$ cat src/rtl/load_store_unit.sv
// load_store_unit: data-side memory access stage; issues req/gnt/rvalid accesses and returns extended load data.
module load_store_unit #(
  parameter int TIMEOUT_CYCLES = 255
) (
  input  logic        clk,
  input  logic        rst,
  input  logic        dMemRead,
  input  logic        dMemWrite,
  input  logic [2:0]  funct3,
  input  logic [31:0] addr,
  input  logic [31:0] storeData,
  output logic        busy,
  output logic        done,
  output logic        err,
  output logic [31:0] loadData,
  output logic        mem_req,
  output logic        mem_we,
  output logic [31:0] mem_addr,
  output logic [3:0]  mem_be,
  output logic [31:0] mem_wdata,
  input  logic        mem_gnt,
  input  logic        mem_rvalid,
  input  logic [31:0] mem_rdata
);
  localparam int CW = $clog2(TIMEOUT_CYCLES + 1);
  typedef enum logic [1:0] {IDLE, REQ, WAIT, DONE} state_t;
  state_t state_q, state_d;
  logic [31:0] addr_q, addr_d, sd_q, sd_d, ld_q, ld_d;
  logic [2:0] f3_q, f3_d;
  logic we_q, we_d, err_q, err_d;
  logic [CW-1:0] cnt_q, cnt_d;
  logic ill_f3, mis, legal, tmo;
  logic [31:0] sh, ext, wdata;
  logic [3:0] be;
  assign ill_f3 = dMemWrite ? (funct3[2] | &funct3[1:0]) : (&funct3[1:0] | funct3 == 3'b110);
  assign mis = funct3[1] ? |addr[1:0] : funct3[0] & addr[0];
  assign legal = (dMemRead ^ dMemWrite) & ~ill_f3 & ~mis;
  assign tmo = cnt_q == CW'(TIMEOUT_CYCLES - 1);
  // Shift the addressed byte lane down to bit 0, then extend per size/sign.
  assign sh = mem_rdata >> {addr_q[1:0], 3'b000};
  assign ext = f3_q[1] ? sh :
               f3_q[0] ? {{16{~f3_q[2] & sh[15]}}, sh[15:0]} :
                         {{24{~f3_q[2] & sh[7]}}, sh[7:0]};
  assign be = f3_q[1] ? 4'hF : f3_q[0] ? 4'b0011 << {addr_q[1], 1'b0} : 4'b0001 << addr_q[1:0];
  assign wdata = f3_q[1] ? sd_q : f3_q[0] ? {2{sd_q[15:0]}} : {4{sd_q[7:0]}};
  assign busy = state_q != IDLE;
  assign done = state_q == DONE;
  assign err = done & err_q;
  assign loadData = ld_q;
  assign mem_req = state_q == REQ;
  assign mem_we = mem_req & we_q;
  assign mem_addr = mem_req ? {addr_q[31:2], 2'b00} : '0;
  assign mem_be = mem_req ? be : '0;
  assign mem_wdata = mem_we ? wdata : '0;
  always_comb begin
    state_d = state_q;
    addr_d = addr_q;
    f3_d = f3_q;
    sd_d = sd_q;
    we_d = we_q;
    err_d = err_q;
    ld_d = ld_q;
    cnt_d = cnt_q;
    case (state_q)
      IDLE: if (dMemRead | dMemWrite) begin
        addr_d = addr;
        f3_d = funct3;
        sd_d = storeData;
        we_d = dMemWrite;
        err_d = ~legal;
        cnt_d = '0;
        state_d = legal ? REQ : DONE;
      end
      REQ: begin
        cnt_d = cnt_q + CW'(1);
        if (mem_gnt) begin
          cnt_d = '0;
          state_d = we_q ? DONE : WAIT;
        end else if (tmo) begin
          err_d = 1'b1;
          state_d = DONE;
        end
      end
      WAIT: begin
        cnt_d = cnt_q + CW'(1);
        if (mem_rvalid) begin
          ld_d = ext;
          state_d = DONE;
        end else if (tmo) begin
          err_d = 1'b1;
          state_d = DONE;
        end
      end
      default: state_d = IDLE;
    endcase
  end
  always_ff @(posedge clk or negedge rst) begin
    if (!rst) begin
      state_q <= IDLE;
      addr_q <= '0;
      f3_q <= '0;
      sd_q <= '0;
      we_q <= 1'b0;
      err_q <= 1'b0;
      ld_q <= '0;
      cnt_q <= '0;
    end else begin
      state_q <= state_d;
      addr_q <= addr_d;
      f3_q <= f3_d;
      sd_q <= sd_d;
      we_q <= we_d;
      err_q <= err_d;
      ld_q <= ld_d;
      cnt_q <= cnt_d;
    end
  end
endmodule

$ cat config.mk
export PLATFORM = sky130hd
export DESIGN_NAME = load_store_unit
export DESIGN_NICKNAME = d
export VERILOG_FILES = /design/src/rtl/load_store_unit.sv
export SDC_FILE = /design/constraint.sdc
export NUM_CORES = 1
export LEC_CHECK = 0
export ABC_AREA = 1
export ABC_CLOCK_PERIOD_IN_PS = 1800
export CELL_PAD_IN_SITES_DETAIL_PLACEMENT = 0
export CELL_PAD_IN_SITES_GLOBAL_PLACEMENT = 1
export CORE_MARGIN = 2
export CORE_UTILIZATION = 30
export CTS_CLUSTER_DIAMETER = 200
export DETAILED_ROUTE_END_ITERATION = 12
export GPL_ROUTABILITY_DRIVEN = 0
export PLACE_DENSITY_LB_ADDON = 0.2
export SETUP_SLACK_MARGIN = 0.1
export SYNTH_ARGS = -nofsm -noshare
export SYNTH_HDL_FRONTEND = slang
export SYNTH_SLANG_ARGS = --single-unit
$ cat constraint.sdc
create_clock -name clk -period 1.8 [get_ports clk]
set_input_delay 0.36 -clock clk [delete_from_list [all_inputs] [get_ports clk]]
set_output_delay 0.36 -clock clk [all_outputs]
set_load 0.02 [all_outputs]
======== After elaboration in Yosys (flattened, before gate mapping) ========
Cells that the tools add are included.
word-level totals
  input port bits ......................... 105
  output and inout port bits .............. 105
  register bits after elaboration ......... 111
  word-level logic and storage cells ...... 70
cells by class
  equal/unequal tests ..................... 8
  add/sub/neg operators ................... 1
  bitwise gates (word level) .............. 15
  reduce and logical (&&, ||, !) cells .... 9
  mux-type cells .......................... 26
  shifts and indexed selects .............. 3
operators by type and width
  cell                   number
  $mux W32               6
  $shr A32 B5 Y32        1
  $pmux W8 S3            1
  $mux W8                2
  $mux W4                3
  $mux W2                5
  $add A8 B1 Y8 const B  1
  $eq A8 B8 Y1 const B   1
  $reduce_and A2 Y1      4
  $and A1 B1 Y1          7
  $mux W1                7
  $ne A2 B2 Y1 const B   3
  $pmux W2 S3            1
  $eq A2 B2 Y1 const B   2
  $not A1 Y1             4
  $reduce_and A4 Y1      1
  $shl A1 B2 Y4 const A  1
  $shl A2 B2 Y4 const A  1
  $eq A3 B3 Y1 const B   1
  $or A1 B1 Y1           3
  $pmux W1 S3            1
  $reduce_bool A3 Y1     1
  $eq A2 B1 Y1 const B   1
  $logic_not A2 Y1       1
  3 further kinds        3

======== Longest topological paths before layout ========
  depth in word-level cells ............... 9
  gate-level depth with buffers ........... 11
  depth with buffers taken out ............ 10

======== Least setup slack after synthesis ========
Ideal clock, no wire load.
  path kind ............................... reg2out
  start point ............................. reg state_q[1]
  end point ............................... out mem_wdata[23]
  arrival ................................. 1.958 ns
  path buffers ............................ 2
  stages on the path, launching flop included .. 9
  data required time ...................... 1.440 ns
  path slack .............................. -0.518 ns
  cell sequence ........................... dfrtp_1 inv_1 ha_1 buf_2 nand2_1 inv_1 buf_2 o21ai_0 a21oi_1
on the way
  cells in the longest elaborated chain, start to end .. 3
ends and longest elaborated chain
  item                    RTL line  source
  from (decl)             27        state_t state_q, state_d;
  from (signal assigned)  108       state_q <= state_d;
  $eq A2 B1 Y1            50        assign mem_req = state_q == REQ;
  named net mem_req       16        output logic mem_req,
  $and A1 B1 Y1           51        assign mem_we = mem_req & we_q;
  named net mem_we        17        output logic mem_we,
  $mux W32                54        assign mem_wdata = mem_we ? wdata : '0;
  to (decl)               20        output logic [31:0] mem_wdata,
The timed path passes the listed nets, and every way through them passes these cells.

======== Worst setup path after layout ========
  start point ............................. reg state_q[0]
  end point ............................... out mem_we
on the way
  cells in the longest elaborated chain, start to end .. 2
ends and longest elaborated chain
  item           RTL line
  $eq A2 B1 Y1   50
  $and A1 B1 Y1  51
  to (decl)      17
No other way between the ends.

==> summary.txt <==
Logic synthesis
  – Distinct cells, synth: 29
  – Mapped cell area: roughly 0.0062 sq mm
  – Largest area contributor in the netlist: dfrtp_1
  – Yosys synthesis warning count: 0
  – Ys flop type: dfrtp_1
  – Synth area leaders: dfrtp_1 (44%), mux2_4 (12%), nand2_1 (11%), inv_1 (5.7%), nand3_1 (5.6%)
  – Mean Syn Cell Area: between 8 and 9 sq um
  – Share of the synthesized area in the top cell type: 0.445
  – Yosys reg bits: around 110
  – Most common cell in the synthesized netlist: nand2_1
  – Number of enable flip-flop cells after synthesis: 0
  – Post-synthesis sequential area ratio: 0.445
  – Synth async-reset ratio: 1.00
  – Syn Inst Count: 732
  – Synth top cells by count: nand2_1 (177), dfrtp_1 (111), inv_1 (95), nand3_1 (70), a21oi_1 (52)

Layout
  – Synthesis-to-layout area growth: 82.0%
  – Util after Layout: 0.558
  – Antenna Cells: 0
  – Ratio of cells with drive above 1 in the final layout: 0.453
  – # fillers: 1831
  – Post-layout nets: 1142

Critical path
  – Required time of the critical path: 1.44 ns
  – Slowest CP cell: dfrtp_1
  – CP dominant cell by count: buf_6
  – Reg2Reg Setup Slack: -0.15 ns
  – Crit-path max FO: 4
  – Critical path class: reg2out
  – CP endpoint kind: primary output
  – Startpoint Class: flop
  – Worst Path Arrival: between 1.5 and 2 ns
  – CP Cell Sequence: ha_4 > nand2_8 > clkinv_8 > buf_12 > clkbuf_16 > buf_6 > buf_6
  – CP max stage delay: 0.43 ns

Clock tree
  – Clock slew at reported path FFs: 0.08 ns
  – CTS buffer count: 9
  – # H-tree levels: 3
  – Clk_lat worst skew: around 0.36 ns
  – CTS tree: yes
  – Clock sink count: 111
  – Bufs on Longest Clock Path: 2
  – Root buffer cell: clkbuf_16

Status
  – Outcome: complete, but fails checks
  – Failing checks: setup timing

Placement
  – Port buffer count: 207
  – DP HPWL: ~15000 um

Timing
  – Period minus WS final: 2.06 ns
  – Final worst-path cycle share: 1.14
  – Clock Skew: 0.00989 ns
  – Final Hold Fails: 0
  – # setup viols final: 141
  – Worst Tran Pin Value: 0.630 ns
  – Setup TNS: -15.41 ns
  – Post-route setup slack: -0.259 ns
  – RSZ-0062 raised after global routing: true
  – WHS: 0.462 ns
  – Fmax: 486 MHz
  – Slew HR: 0.575
  – Slew Limit Fails: 0

Floorplan
  – Initial Util: 0.307
  – Num rows: 52
  – # IOs: 210
  – Die area: 0.0220 sq mm
  – Core region area: 0.0204 sq mm
  – Die height: 148 um
  – DIE WIDTH: 148 um

Routing
  – Vias per cell: between 4 and 5
  – Initial drt markers: 243
  – Remaining DRCs: 0
  – Routed via count: around 6000
  – Routed Antenna Nets: 0
  – Drt total wl: 22400 um
  – DRT Pass-1 Iters: 4
  – WL per Instance: ~17 um

Global routing
  – Largest net degree at the start of global routing: 38
  – Initial antenna violation count: 0
  – First-pass GRT wire length: ~34000 um
  – Vias in the first global route: 6134
  – Total GRT Usage: 0.201
  – Overflow after GRT: 0

Hold path
  – Type of the worst min-delay path: in2async

Power and ir drop
  – P_leak: around 5.6 nW
  – Tot Pwr: 0.0202 W
  – Power Density: 1770 mW/mm^2
  – Worst VDD drop: between 600 and 700 uV

Job
  – MaxCap Viol Count: 0
## cell families (layout without fill, tap and decap cells)
family	Yosys count	in the layout	share of synthesized area
flops	111	111	0.445
buf+inv	142	442	0.107
simple gates	311	312	0.211
fa+ha+maj	8	8	0.0160
other cells	1	2	0.000600
mux	54	54	0.128
xor+xnor	1	1	0.00140
compound gates	104	104	0.0909
## power by group
| group | internal (W) | switching, W | leakage (nW) |
|---|---|---|---|
| combinational | 0.00683 | 0.00659 | 4.15 |
| clock | 0.00101 | 0.00109 | 0.150 |
| sequential | 0.00369 | 0.000947 | 1.32 |
| total | 0.0115 | 0.00863 | 5.61 |
## through the flow
stage               worst slack, ns  cell area (sq um)  std cells
global route                 -0.341              11400       1304
floorplan                    0.0160               6330        733
detailed placement           -0.312               9070       1230
finish                       -0.259              11400       1304
global placement             -0.298               9070       1230
CTS                          -0.288              10500       1287
## per-layer routing
layer	track usage	vias to the layer above	wire length [um]	share of wire
li1	-	2945	-	-
met1	0.270	2892	9800	0.44
met2	0.329	177	11000	0.49
met3	0.0390	28	1130	0.050
met4	0.0643	0	473	0.021
met5	0	-	0	0
## worst paths after layout
| kind | from | endpoint | depth (start not counted) |
|---|---|---|---|
| min | rst | loadData[3]$_DFFE_PN0P_ | 2 |
| min reg2reg | loadData[3]$_DFFE_PN0P_ | loadData[3]$_DFFE_PN0P_ | 2 |
| max reg2reg | state_q[1]$_DFFE_PN0P_ | cnt_q[5]$_DFFE_PN0P_ | 13 |
| max in group asynchronous | rst | f3_q[0]$_DFFE_PN0P_ | 3 |
| min in group clk | loadData[3]$_DFFE_PN0P_ | loadData[3]$_DFFE_PN0P_ | 2 |
| max | state_q[0]$_DFFE_PN0P_ | mem_we | 7 |
## cells in the final DEF, fill, tap and decap left out, types with 9 or more instances in the layout
cell type and n:
a21oi_4 9, inv_1 57, a21oi_2 26, nand3_1 60, o21ai_0 12, nor2_1 18, inv_2 33, nand2_1 127
mux2_4 53, buf_4 53, dlygate4sd2_1 23, nand2_2 28, clkdlybuf4s50_1 103, dfrtp_1 109, nor2_4 21, buf_12 24
buf_6 93, a21oi_1 17, buf_16 11, dlymetal6s2s_1 9, or2_4 17, o211ai_1 11, clkbuf_16 12, nand2_4 20
## registers in the layout, summed over array words and instances (netlist names)
| name | flops |
|---|---|
| addr_q | 32 |
| f3_q | 3 |
| loadData | 32 |
| state_q | 2 |
| sd_q | 32 |
| err_q | 1 |
| we_q | 1 |
| cnt_q | 8 |
## critical path, delay by kind of cell, from the launching register on
family	cells	cell delay (ns)
adders and majority gates	1	0.22
buffers and inverters	5	0.57
and+or+nand+nor	1	0.12
DFF	1	0.43
## layout make-up
class                   instances  area (sq um)  share of cell area
multi-input cells             481          3750               0.330
repair buffers                327          3760               0.331
flip-flops and latches        111          2780               0.245
inverters                      99           422              0.0371
clock buffers                   9           225              0.0198
well taps                     270           338              0.0297
clock inverters                 7          81.3             0.00716
## what timing repair did
item / in CTS / in global routing
setup endpoints to repair: 192 / 191
resized for setup: 607 / 186
hold buffers: 1 / 0
gates cloned: 13 / 3
endpoints found under the hold margin: 19 / 0
pin swaps: 27 / 48
setup buffers: 28 / 20
(Power assumes the default switching activity.)
